==> src/rtl/uart_rx_param.sv <==
// uart_rx_param -- parameterised oversampling UART receiver.
//
// Receives asynchronous serial frames (start, DATA_BITS data LSB-first,
// optional parity, one stop bit) on rxd. The line is sampled on
// r_enable ticks, OVS ticks per bit. Each bit is decided by majority of
// the low samples seen across the whole bit period.
//
// Ports:
//   clk        in   clock, all logic on the rising edge
//   rst        in   synchronous active-low reset
//   r_enable   in   oversample tick (OVS per bit period)
//   rxd        in   asynchronous serial line, idle high
//   rec_enable in   1 = new frames may start
//   rd_ack     in   one-cycle pulse, consumer has taken data
//   data       out  last received word (LSB = first bit on the line)
//   rda        out  received data available
//   frame_err  out  stop bit of the held word sampled low
//   parity_err out  parity mismatch on the held word
//   overrun    out  sticky, a word was overwritten before rd_ack
module uart_rx_param #(
  parameter int DATA_BITS  = 8,
  parameter int OVS        = 16,
  parameter int PARITY_EN  = 0,
  parameter int PARITY_ODD = 0
) (
  input  logic                 clk,
  input  logic                 rst,
  input  logic                 r_enable,
  input  logic                 rxd,
  input  logic                 rec_enable,
  input  logic                 rd_ack,
  output logic [DATA_BITS-1:0] data,
  output logic                 rda,
  output logic                 frame_err,
  output logic                 parity_err,
  output logic                 overrun
);

  localparam logic [5:0] OVS_CNT  = 6'(OVS);
  localparam logic [5:0] HALF_CNT = 6'(OVS / 2);
  localparam logic [3:0] LAST_BIT = 4'(DATA_BITS - 1);
  localparam logic       PAR_EN   = (PARITY_EN != 0);
  localparam logic       PAR_ODD  = (PARITY_ODD != 0);

  typedef enum logic [2:0] {
    IDLE,
    START,
    DATA,
    PARITY,
    STOP
  } state_t;

  state_t                 state;
  logic                   rxd_meta;
  logic                   rxd_sync;
  logic [1:0]             sync_fill;
  logic                   armed;
  logic [5:0]             tick_cnt;
  logic [5:0]             zero_cnt;
  logic [3:0]             bit_cnt;
  logic [DATA_BITS-1:0]   shift_reg;
  logic                   par_err_pend;

  logic [5:0]             tick_next;
  logic [5:0]             zero_next;
  logic                   decide;
  logic                   bit_val;
  logic                   done;
  logic                   ack_ok;

  // Counter values including the current tick; a decision is due when
  // this tick is the OVS-th of the bit.
  always_comb begin
    tick_next = tick_cnt + 6'd1;
    zero_next = zero_cnt + {5'd0, ~rxd_sync};
    decide    = (tick_next == OVS_CNT);
    bit_val   = !(zero_next > HALF_CNT);
    done      = r_enable && (state == STOP) && decide;
    ack_ok    = rd_ack && rda;
  end

  always_ff @(posedge clk) begin
    if (!rst) begin
      state        <= IDLE;
      rxd_meta     <= 1'b1;
      rxd_sync     <= 1'b1;
      sync_fill    <= 2'b00;
      armed        <= 1'b0;
      tick_cnt     <= 6'd0;
      zero_cnt     <= 6'd0;
      bit_cnt      <= 4'd0;
      shift_reg    <= '0;
      par_err_pend <= 1'b0;
      data         <= '0;
      rda          <= 1'b0;
      frame_err    <= 1'b0;
      parity_err   <= 1'b0;
      overrun      <= 1'b0;
    end else begin
      rxd_meta <= rxd;
      rxd_sync <= rxd_meta;

      // The synchroniser holds its reset value for two edges after
      // release. Starts are only accepted once a genuine high line has
      // come through it, so a line already low at release is not
      // mistaken for a start edge.
      sync_fill <= {sync_fill[0], 1'b1};
      if (sync_fill[1] && rxd_sync) begin
        armed <= 1'b1;
      end

      // Output word handshake.
      if (done) begin
        data       <= shift_reg;
        frame_err  <= ~bit_val;
        parity_err <= PAR_EN ? par_err_pend : 1'b0;
        rda        <= 1'b1;
        if (rda && !rd_ack) begin
          overrun <= 1'b1;
        end
      end else if (ack_ok) begin
        rda     <= 1'b0;
        overrun <= 1'b0;
      end

      if (r_enable) begin
        if (state == IDLE) begin
          // The detecting tick is already sample 1 of the start bit.
          if (!rxd_sync && rec_enable && armed) begin
            state    <= START;
            tick_cnt <= 6'd1;
            zero_cnt <= 6'd1;
          end
        end else if (decide) begin
          tick_cnt <= 6'd0;
          zero_cnt <= 6'd0;
          case (state)
            START: begin
              bit_cnt <= 4'd0;
              state   <= bit_val ? IDLE : DATA;
            end
            DATA: begin
              shift_reg <= {bit_val, shift_reg[DATA_BITS-1:1]};
              if (bit_cnt == LAST_BIT) begin
                state <= PAR_EN ? PARITY : STOP;
              end else begin
                bit_cnt <= bit_cnt + 4'd1;
              end
            end
            PARITY: begin
              par_err_pend <= (^shift_reg) ^ bit_val ^ PAR_ODD;
              state        <= STOP;
            end
            default: begin
              state <= IDLE;
            end
          endcase
        end else begin
          tick_cnt <= tick_next;
          zero_cnt <= zero_next;
        end
      end
    end
  end

endmodule

==> config.mk <==
export PLATFORM = sky130hd
export DESIGN_NAME = uart_rx_param
export DESIGN_NICKNAME = d
export VERILOG_FILES = /design/src/rtl/uart_rx_param.sv
export SDC_FILE = /design/constraint.sdc
export NUM_CORES = 1
export LEC_CHECK = 0
export ABC_AREA = 1
export BUFFER_PORTS_ARGS = -buffer_cell sky130_fd_sc_hd__buf_2
export CAP_MARGIN = 5
export CORE_MARGIN = 5
export CORE_UTILIZATION = 63
export CTS_BUF_LIST = sky130_fd_sc_hd__clkbuf_16
export CTS_CLUSTER_DIAMETER = 100
export CTS_CLUSTER_SIZE = 20
export DETAILED_ROUTE_END_ITERATION = 10
export GPL_ROUTABILITY_DRIVEN = 0
export GPL_TIMING_DRIVEN = 0
export PLACE_DENSITY = 0.84
export SETUP_SLACK_MARGIN = 0.3
export SYNTH_ARGS = -nofsm -noshare
export SYNTH_HDL_FRONTEND = slang
export SYNTH_SLANG_ARGS = --single-unit
==> constraint.sdc <==
create_clock -name clk -period 4.5 [get_ports clk]
set_input_delay 0.45 -clock clk [delete_from_list [all_inputs] [get_ports clk]]
set_output_delay 0.45 -clock clk [all_outputs]
set_load 0.01 [all_outputs]
Word-level counts from Yosys, hierarchy flattened:

Index checks and enable logic that the tools add are counted.
Widths: inputs -> output; s select.

* $add $sub $neg: 3
* $lt $le $gt $ge: 1
* equality and inequality tests: 10
* multiplexer cells: 18
* bitwise operators: 2
* reduce and logical (&&, ||, !) cells: 19

Operators with widths (count)
* $mux 6: 5
* $mux 3: 4
* $pmux 3 s3: 1
* $pmux 4 s2: 1
* $reduce_and 4->1: 2
* $logic_and 1x1->1: 7
* $add 6x1->6: 1
* $add 6x1->6 const B: 1
* $eq 3x2->1 const B: 2
* $eq 6x5->1 const B: 1
* $gt 6x4->1 const B: 1
* $reduce_bool 2->1: 3
* $mux 1: 5
* $reduce_and 5->1: 1
* $add 4x1->4 const B: 1
* $eq 4x3->1 const B: 1
* $mux 4: 1
* $ne 2x1->1 const B: 2
* $reduce_and 2->1: 2
* $eq 3x1->1 const B: 1
* $eq 3x3->1 const B: 1
* $logic_not 1->1: 3
* $logic_not 3->1: 1
* $ne 3x3->1 const B: 1
* 3 further kinds: 4

* register bits: 43
* input bits: 6
* output and inout port bits: 12

Longest topological paths before layout:

Gate-level depths: netlist of run 1.

* word-level depth: 7
* gate-level depth with buffers: 12
* depth with buffers taken out: 12

Worst setup path after synthesis of run 1:

No wires, ideal clock.

* kind: register to register
* start: register rxd_sync
* end: register state[1]
* setup time: 0.113 ns
* data arrival time: 1.409 ns
* data required time: 4.387 ns
* path slack: 2.978 ns
* cell stages (with the launch flop): 12
* path buffers: 0
* clock period less this slack: 1.522 ns
* path through: dfxtp_1 inv_1 ha_1 ha_1 nor2_1 nand3_1 nand3_1 nand2_1 nor2_1 nor2_1 nor2_1 nor2_1

* cells in the longest elaborated chain, start to end: 7

RTL lines
* from (decl): line 55 `logic rxd_sync;`
* from (signal assigned): line 101 `rxd_sync <= rxd_meta;`
* $not 1->1: line 75 `zero_next = zero_cnt + {5'd0, ~rxd_sync};`
* $add 6x1->6: line 75
* $gt 6x4->1: line 77 `bit_val = !(zero_next > HALF_CNT);`
* $mux 2: line 140 `state <= bit_val ? IDLE : DATA;`
* $pmux 3 s3: line 137 `case (state)`
* $mux 3: line 134 `end else if (decide) begin`
* $mux 3: line 127 `if (state == IDLE) begin`
* to (signal assigned): line 140
* to (signal assigned): line 145 `state <= PAR_EN ? PARITY : STOP;`
* to (decl): line 53 `state_t state;`

Parallel ways exist; a longest one is shown, timed or not. The select of a mux whose other input is x is not followed.
A chain may end at the register's enable or synchronous reset.

Worst setup path in the final report of run 1:

* start: register tick_cnt[0]
* end: register state[1]

* cells in the longest elaborated chain, start to end: 4

RTL lines
* from (decl): line 58 `logic [5:0] tick_cnt;`
* from (signal assigned): line 159 `tick_cnt <= tick_next;`
* $add 6x1->6: line 74 `tick_next = tick_cnt + 6'd1;`
* $eq 6x5->1: line 76 `decide = (tick_next == OVS_CNT);`
* $reduce_bool 2->1 (no source line)
* $reduce_and 4->1 (no source line)

No other way between the ends.

==> impl_metrics.csv, run 1 <==
group,metric,value,unit
detailed_routing,final_antenna_net_count,0,
sta,setup_viol,0,
floorplan,die_w,68.02,µm
floorplan,core-area,3311,µm²
detailed_routing,vias,1961,
sta,skew,0.006484,ns
synth,synthCells,305,
detailed_routing,drt_drc_violations_left,0,
floorplan,row_count,21,
detailed_routing,viasPerCell,5.229,
worst_setup_path,worstSetupEndpointType,"register",
global_route,grt_usage,22.68,%
synth,ys_seq_area_share,40.59,%
layout,finalNetCount,338,
global_route,grt_pass1_vias,1762,
placed_design,pre_cts_slack,2.600,ns
clocking,postCtsHoldBufs,0,
floorplan,die_h,68.02,µm
clocking,cts_buffer_depth,2,
detailed_routing,drt_iter0_markers,108,
worst_setup_path,crit_type,"reg -> reg",
sta,final.period_utilization,38.92,%
global_route,grt_max_degree,14,
synth,yosys.area_share.simple,37.23,%
clocking,cts_sinks,43,
clocking,cts_buffers,5,
synth,synth-xor-area-share,0.8260,%
sta,period_minus_slack,1.751,ns
worst_setup_path,cp_common_cell,"nand2_1",
power_and_ir_drop,totalPowerFinal,1023,µW
global_route,antenna_found_initial,0,
power_and_ir_drop,clkPwrFrac,33.6,%
worst_setup_path,crit_chain,"ha_1 > nand2_1 > inv_1 > nand3_1 > nor2_2 > nand2_1 > nand2_1 > nand2_1 > nor2_1 > nor2_1",
synth,synth-compound-area-share,9.322,%
synth,yosys_warnings,0,
synth,synth_area_leaders,"dfxtp_1 (41%), nand2_1 (15%), a21oi_1 (6.4%)",
global_route,grt-ovfl-total,0,
layout,layout-drive-gt1-share,14.59,%
detailed_routing,wl,4.700,mm
worst_setup_path,cp_data_required_time,4.68,ns
clocking,cts_resized,0,
floorplan,dieArea,4627,µm²
synth,syn-num-nets,315,
synth,synthAdderAreaFrac,2.360,%
clocking,worstSkewPairLatency,0.29,ns
power_and_ir_drop,p_seq_share,42.0,%
synth,synth.distinct_cells,30,
placed_design,dp_hpwl,3.204,mm
sta,fin_ws,2.749,ns
worst_setup_path,cp.arrival,1.93,ns
status,status,"finished, final reports clean",
synth,synth.mux.area_fraction,0,%
placed_design,portBuffers,16,
synth,synth_top_family_by_area,"simple AND/OR/NAND/NOR gates",
power_and_ir_drop,p_per_area,426.5,nW/µm²
detailed_routing,avgRoutedWirePerCell,12.53,µm
sta,timing.fmax,0.5710,GHz
power_and_ir_drop,internal-power,678.3,µW
synth,ys_seq_elements,43,
clocking,cts_setup_buffers,0,
sta,maxSlewHeadroom,60.82,%
power_and_ir_drop,leakage,0.001009,µW
synth,yosys.area.top_type_share,40.59,%
layout,fillers,287,
power_and_ir_drop,max-vdd-ir-drop,0.0003792,V
worst_setup_path,crit_path_start_kind,"register",
layout,syn_to_final_growth,13.10,%
worst_hold_path,hp-class,"in -> reg",
floorplan,num_io_pins,18,
synth,syn_area,2121,µm²
layout,antenna_cells,0,
synth,yosysTopAreaCell,"dfxtp_1",
sta,worstMarginPinSlew,0.5877,ns
sta,final-hold-violation-count,0,
synth,avgSynthCellArea,6.953,µm²
worst_setup_path,cp_max_fo,5,
clocking,clkTransAtPathRegs,0.06,ns
global_route,grt_pass1_wl,7.769,mm
worst_setup_path,max_stage_delay,0.42,ns
worst_setup_path,cp_slowest_cell,"dfxtp_1",
sta,setup_tns,0,ns
detailed_routing,drtPass1Iterations,4,
power_and_ir_drop,swShare,33.69,%
clocking,cts_max_level,2,
sta,rsz0062_at_grt,"no",
power_and_ir_drop,p_sw,344.7,µW
clocking,cts_tree,"built",
power_and_ir_drop,pwr-share-comb,24.5,%
floorplan,initial_core_util,64.06,%
clocking,cts-root-buf,"clkbuf_16",
sta,report.final.slew_viol_count,0,
run,drv_cap,0,
==> through the flow <==
step / hold slack, ns / std cells / area [µm²] / utilization (%)
2_1_floorplan: 0.3905 / 305 / 2121 / -
6_report: 0.2800 / 375 / 2399 / 72.45
4_1_cts: 0.2759 / 375 / 2399 / 72.45
3_3_place_gp: 0.3928 / 367 / 2258 / 68.22
3_5_place_dp: 0.4014 / 367 / 2258 / 68.22
5_1_grt: 0.2794 / 375 / 2399 / 72.45
==> path summary, 6_finish.rpt <==
path	start	slack, ns	cells after the start	to
max reg2reg	tick_cnt[0]	2.75	10	state[1]
max	tick_cnt[0]	2.75	10	state[1]
min reg2reg	rxd_meta	0.41	1	rxd_sync
min	rst	0.28	1	sync_fill[0]
==> routing by layer <==
| layer | wire length (µm) | share of wire [%] | GRT usage, % | vias to the layer above |
|---|---|---|---|---|
| met3 | 258 | 5.5 | 5.419 | 6 |
| li1 | - | - | - | 1023 |
| met1 | 2175 | 46 | 28.37 | 884 |
| met4 | 73 | 1.6 | 8.933 | 0 |
| met5 | 0 | 0 | 0 | - |
| met2 | 2192 | 47 | 37.42 | 48 |
==> Yosys cell counts, drive strengths merged <==
library cell	instances
nor2	40
dfxtp	43
conb	1
ha	4
nor3	2
xor2	1
inv	30
o21bai	1
o21ai	7
clkinv	2
buf	8
nand4	13
xnor2	1
nand3b	1
nand3	29
and3	1
or2	2
nand2	87
a21oi	28
clkbuf	4
==> logic make-up after synthesis <==
group | Yosys count
and+or+nand+nor | 175
buffers and inverters | 44
DFF | 43
AOI/OAI and AO/OA | 36
adders and majority gates | 4
xor gates and xnor gates | 2
other | 1
==> worst max-delay path, delay by kind of cell, from the launching register on <==
kind,cells,cell delay [ns]
adders and majority gates,1,0.27
DFF,1,0.42
buffers and inverters,1,0.09
and+or+nand+nor,8,0.87
==> layout by cell type (no fill, tap or decap), types with 2 or more instances in the layout <==
cell,instances
nand2_1,84
dfxtp_1,43
nor2_1,34
inv_1,29
nand3_1,27
a21oi_1,27
buf_2,18
nand4_1,13
o21ai_0,6
clkbuf_16,5
nor2_2,4
clkbuf_1,4
ha_1,4
buf_6,3
buf_4,3
nand2_2,3
clkinv_2,3
nor3_1,2
clkinv_1,2
or2_2,2
nor2_4,2
==> power by group through the flow <==
stage	Sequential, µW	Clock [µW]	Combinational (µW)
6_report	429	343	251
5_1_grt	432	365	287
4_1_cts	428	349	249
3_5_place_dp	437	0	248
3_3_place_gp	436	0	242
2_1_floorplan	433	0	192
==> area by class of cell <==
type	instances	area, µm²	share of cell area (%)
well taps	46	57.56	2.400
flip-flops and latches	43	860.8	35.89
inverters	32	120.1	5.008
clock inverters	3	15.01	0.6260
repair buffers	16	80.08	3.339
clock buffers	5	125.1	5.216
plain buffers	12	81.33	3.391
multi-input cells	218	1059	44.13
Power figures use the tool's default switching activity.
==> run 2: changes to the inputs <==
- CORE_UTILIZATION: 63 -> 58
- PLACE_DENSITY: 0.84 -> 0.79
- clock period: 4.5 -> 1.8 ns (I/O delays scaled with it)
==> run 2 against run 1 <==
Fmax rose by 12%. First-iteration DRC count is 15% higher. Sequential power rose to 2.6 times the previous value. Worst hold slack got worse by 0.27 ns. Final area is 15% higher. Cell count grew 4.3%. Register-to-register slack worse by 2.5 ns. Largest power group unchanged. Power rose to 2.8 times the previous value.
==> impl_metrics.csv, run 2 (same netlist as run 1, synthesis figures left out) <==
group,metric,value,unit
global_route,grt_pass1_wl,8.914,mm
power_and_ir_drop,p_sw,930.3,µW
sta,fin_ws,0.2343,ns
worst_setup_path,r2r_cells,10,
worst_setup_path,crit_path_start_kind,"register",
layout,fin_util,76.44,%
worst_setup_path,cp.arrival,1.75,ns
global_route,antenna_found_initial,0,
detailed_routing,drtPass1Iterations,4,
detailed_routing,avgRoutedWirePerCell,13.79,µm
layout,layout_commonest_cell,"nand2_1",
global_route,grt_usage,22.35,%
layout,stdcell_count,391,
worst_setup_path,cp_max_fo,8,
detailed_routing,wl,5.393,mm
power_and_ir_drop,max-vdd-ir-drop,0.0006974,V
sta,rsz0062_at_grt,"yes",
layout,final_cell_mix,"nand2_1 (73), dfxtp_1 (38), nor2_1 (28), inv_1 (26)",
floorplan,num_io_pins,18,
clocking,worstSkewPairLatency,0.28,ns
clocking,cts_tree,"built",
run,drv_cap,0,
sta,timing.fmax,0.6387,GHz
detailed_routing,drt_drc_violations_left,0,
sta,setup_tns,0,ns
layout,finalNetCount,352,
floorplan,row_count,22,
worst_setup_path,worstSetupEndpointType,"register",
global_route,grt_pass1_vias,2030,
placed_design,portBuffers,16,
power_and_ir_drop,pwr-share-comb,25.2,%
placed_design,pre_cts_slack,0.08676,ns
power_and_ir_drop,internal-power,1898,µW
power_and_ir_drop,p_per_area,1026,nW/µm²
sta,worstMarginPinSlew,0.6301,ns
sta,final-hold-violation-count,0,
power_and_ir_drop,swShare,32.89,%
placed_design,dp_hpwl,3.272,mm
detailed_routing,viasPerCell,5.435,
clocking,cts_buffers,5,
placed_design,post_dp_cell_area,2276,µm²
sta,final.period_utilization,86.98,%
sta,report.final.slew_viol_count,0,
floorplan,initial_core_util,58.81,%
clocking,cts_sinks,43,
worst_setup_path,cp_data_required_time,1.98,ns
floorplan,die_w,70.47,µm
detailed_routing,final_antenna_net_count,0,
placed_design,dp_cells,369,
clocking,clkTransAtPathRegs,0.06,ns
layout,antenna_cells,0,
global_route,grt-ovfl-total,0,
detailed_routing,drt_iter0_markers,124,
sta,period_minus_slack,1.566,ns
sta,maxSlewHeadroom,57.99,%
worst_setup_path,crit_type,"reg -> reg",
detailed_routing,vias,2125,
layout,syn_to_final_growth,29.97,%
clocking,cts_max_level,2,
status,status,"finished, final reports clean",
worst_hold_path,min_path_cells,1,
floorplan,dieArea,4966,µm²
layout,layout-drive-gt1-share,30.61,%
clocking,cts_buffer_depth,2,
layout,fin_area,2756,µm²
power_and_ir_drop,clkPwrFrac,35.7,%
clocking,cts-root-buf,"clkbuf_16",
power_and_ir_drop,p_seq_share,39.1,%
global_route,grt_max_degree,14,
worst_hold_path,hp-class,"in -> reg",
floorplan,die_h,70.47,µm
floorplan,core-area,3606,µm²
sta,skew,0.004685,ns
power_and_ir_drop,leakage,0.001114,µW
sta,setup_viol,0,
-- run 2: cell count changes in the layout (fill, tap and decap cells not counted), sizes merged --
cell | previous run | this run
buf | 24 | 38
clkinv | 5 | 4
bufinv | 0 | 1
-- run 2: power by group through the flow --
| stage | registers, µW | clock network [µW] | logic [µW] |
|---|---|---|---|
| floorplan | 1080 | 0 | 483 |
| global placement | 1090 | 0 | 608 |
| detailed placement | 1100 | 0 | 610 |
| CTS | 1090 | 1010 | 665 |
| global route | 1120 | 1050 | 795 |
| finish | 1110 | 1010 | 713 |
-- run 2: final timing paths --
kind         slack [ns]           end   startpoint
min reg2reg        0.41      rxd_sync     rxd_meta
max reg2reg        0.23  shift_reg[5]  tick_cnt[0]
max                0.23  shift_reg[5]  tick_cnt[0]
min                0.01  sync_fill[0]          rst
-- run 2: metrics by stage --
stage / hold WS (ns) / total power, µW
finish: 0.01113 / 2828
global route: 0.01556 / 2957
CTS: 0.01248 / 2772
detailed placement: 0.3011 / 1706
global placement: 0.3005 / 1701
floorplan: 0.2077 / 1566
-- run 2: final cells by class --
class	count	area (µm²)
Clock buffer	5	125.1
Inverter	32	121.4
Timing Repair Buffer	30	209.0
Sequential cell	43	872.1
Buffer	12	85.08
Tap cell	48	60.06
Multi-Input combinational cell	218	1245
Clock inverter	3	38.79
Fill cell	260	849.6
-- run 2: worst max-delay path, stage by stage, from the launching register on --
cell and delay [ns]:
dfxtp_4 0.39, ha_4 0.18, nand4_1 0.12, nand2_2 0.10
nand3_2 0.09, nor2_4 0.12, buf_12 0.14, buf_8 0.11
nand4_1 0.07, nand2_1 0.08, nor2_1 0.05
-- run 2: what timing repair did --
| action | CTS | global route |
|---|---|---|
| pin swaps | 34 | 29 |
| hold buffers | 0 | 0 |
| gates resized for setup | 35 | 26 |
| gates cloned | 2 | 0 |
| buffers inserted | 10 | 2 |
| endpoints found under the setup margin | 34 | 32 |
-- run 2: metal layers --
metal / vias up / part of all wire [%] / GRT usage (%)
met1: 992 / 44 / 27.00
met4: 0 / 3.1 / 12.55
met5: - / 0 / 0
met3: 19 / 4.9 / 4.604
met2: 59 / 48 / 36.59
li1: 1055 / - / -
==> run 3: changes to the inputs <==
- BUFFER_PORTS_ARGS: -buffer_cell sky130_fd_sc_hd__buf_2 -> -buffer_cell sky130_fd_sc_hd__buf_4
- GPL_TIMING_DRIVEN: 0 -> 1
==> run 3 against run 2 <==
Power up 8.1%. Final area up 3.0%. Core utilization up 2.3 points. Worst hold slack better by 0.070 ns. Clock skew about the same. Cell count down 2.8%. Wire length up 1.8%. Flip-flop and latch count unchanged. Clock-buffer cell count unchanged. Sequential power about the same. Non-clock buffer count down 12. Critical endpoint is now state[2].
==> impl_metrics.csv, run 3 (same netlist as run 1, synthesis figures left out) <==
group,metric,value,unit
detailed_routing,viasPerCell,5.561,
worst_setup_path,cp_max_fo,5,
layout,final_cell_mix,"nand2_1 (67), dfxtp_1 (35), nor2_1 (30), inv_1 (27), buf_4 (23)",
floorplan,num_io_pins,18,
global_route,grt_max_degree,19,
sta,fin_ws,0.2360,ns
detailed_routing,final_antenna_net_count,0,
floorplan,initial_core_util,58.81,%
placed_design,pre_cts_slack,0.1559,ns
sta,whs,0.08089,ns
sta,final.period_utilization,86.89,%
sta,skew,0.004269,ns
detailed_routing,avgRoutedWirePerCell,14.45,µm
sta,setup_viol,0,
worst_setup_path,cp.arrival,1.74,ns
detailed_routing,wl_met3,295,µm
clocking,cts-root-buf,"clkbuf_16",
clocking,worstSkewPairLatency,0.28,ns
clocking,cts_buffer_depth,2,
worst_setup_path,r2r-start,"tick_cnt[0]",
status,status,"finished, final reports clean",
power_and_ir_drop,max-vdd-ir-drop,0.0007426,V
sta,report.final.slew_viol_count,0,
layout,antenna_cells,0,
global_route,antenna_found_initial,0,
clocking,cts_max_level,2,
sta,rsz0062_at_grt,"yes",
layout,layout_commonest_cell,"nand2_1",
layout,finalNetCount,341,
clocking,cts_buffers,5,
run,drv_cap,0,
worst_setup_path,crit_path_start_kind,"register",
sta,timing.fmax,0.6394,GHz
sta,setup_tns,0,ns
placed_design,portBuffers,16,
layout,syn_to_final_growth,33.86,%
clocking,clkTransAtPathRegs,0.06,ns
floorplan,die_h,70.47,µm
detailed_routing,drtPass1Iterations,6,
layout,stdcell_count,380,
floorplan,core-area,3606,µm²
worst_setup_path,crit_type,"reg -> reg",
worst_hold_path,hp-start,"rxd",
placed_design,dp_cells,363,
worst_setup_path,cp_data_required_time,1.97,ns
global_route,grt-ovfl-total,0,
detailed_routing,top_layer,"met4",
detailed_routing,met2_wirelength,2.849,mm
global_route,grt_usage,21.24,%
clocking,postCtsHoldBufs,0,
floorplan,row_count,22,
layout,fillers,248,
worst_hold_path,hp-class,"in -> reg",
floorplan,die_w,70.47,µm
detailed_routing,drt_iter0_markers,146,
power_and_ir_drop,leakage,0.001131,µW
power_and_ir_drop,p_per_area,1077,nW/µm²
clocking,cts_tree,"built",
detailed_routing,wl_met1,2.207,mm
worst_setup_path,worstSetupEndpointType,"register",
sta,period_minus_slack,1.564,ns
detailed_routing,vias,2113,
floorplan,dieArea,4966,µm²
detailed_routing,wl,5.491,mm
clocking,cts_sinks,43,
detailed_routing,drt_drc_violations_left,0,
sta,final-hold-violation-count,0,
placed_design,dp_hpwl,3.118,mm
worst_setup_path,critPathLaunch,"tick_cnt[0]",
layout,fin_util,78.73,%
global_route,grt_pass1_vias,1928,
layout,layout-drive-gt1-share,32.83,%
global_route,grt_pass1_wl,8.431,mm
## run 3: cell count changes in the layout (fill, tap and decap cells not counted), sizes merged
cell and delta:
bufinv +1, buf -8, clkinv -2, clkbuf -4, inv +1, nor2 +1
## run 3: routing by layer
metal,up-vias,global-route usage (%)
met2,61,36.90
met1,1001,24.58
met5,-,0
met4,0,10.21
li1,1034,-
met3,17,4.317
## run 3: path summary, 6_finish.rpt
check / to / slack, ns / cells after the start
max: state[2] / 0.24 / 10
min: rxd_meta / 0.08 / 2
max reg2reg: state[2] / 0.24 / 10
min reg2reg: rxd_sync / 0.41 / 1
## run 3: critical path, cell delays in order, from the launching register on
cell	delay, ns
dfxtp_4	0.37
ha_4	0.16
nand3_2	0.09
nand2_1	0.12
nand3_4	0.09
nor2_4	0.17
nand2_2	0.11
nand2_1	0.08
nand2_1	0.08
nor2_1	0.12
nor2_1	0.06
## run 3: stage by stage
step           power [µW]  instance area [µm²]
2_1_floorplan        1566                 2136
3_3_place_gp         1736                 2292
3_5_place_dp         1742                 2292
4_1_cts              2949                 2645
5_1_grt              3183                 2839
6_report             3056                 2839
## run 3: power breakdown
| group | internal [µW] | leakage, µW | total, µW | switching [µW] |
|---|---|---|---|---|
| sequential | 1030 | 0.000352 | 1100 | 72.8 |
| combinational | 234 | 0.000684 | 808 | 574 |
| clock | 789 | 0.0000952 | 1150 | 359 |
## run 3: repair_timing
action,in CTS,in global routing
buffers inserted,4,3
setup endpoints to repair,34,36
pin swaps,16,18
resized for setup,25,51
gates cloned,2,0
hold endpoints to repair,0,0
## run 3: layout make-up
| type | instances | area [µm²] | share of cell area [%] |
|---|---|---|---|
| Inverter | 32 | 123.9 | 4.363 |
| Sequential cell | 43 | 875.8 | 30.85 |
| Timing Repair Buffer | 30 | 285.3 | 10.05 |
| Multi-Input combinational cell | 219 | 1305 | 45.97 |
| Tap cell | 48 | 60.06 | 2.115 |
| Clock buffer | 5 | 125.1 | 4.407 |
| Clock inverter | 3 | 63.81 | 2.248 |
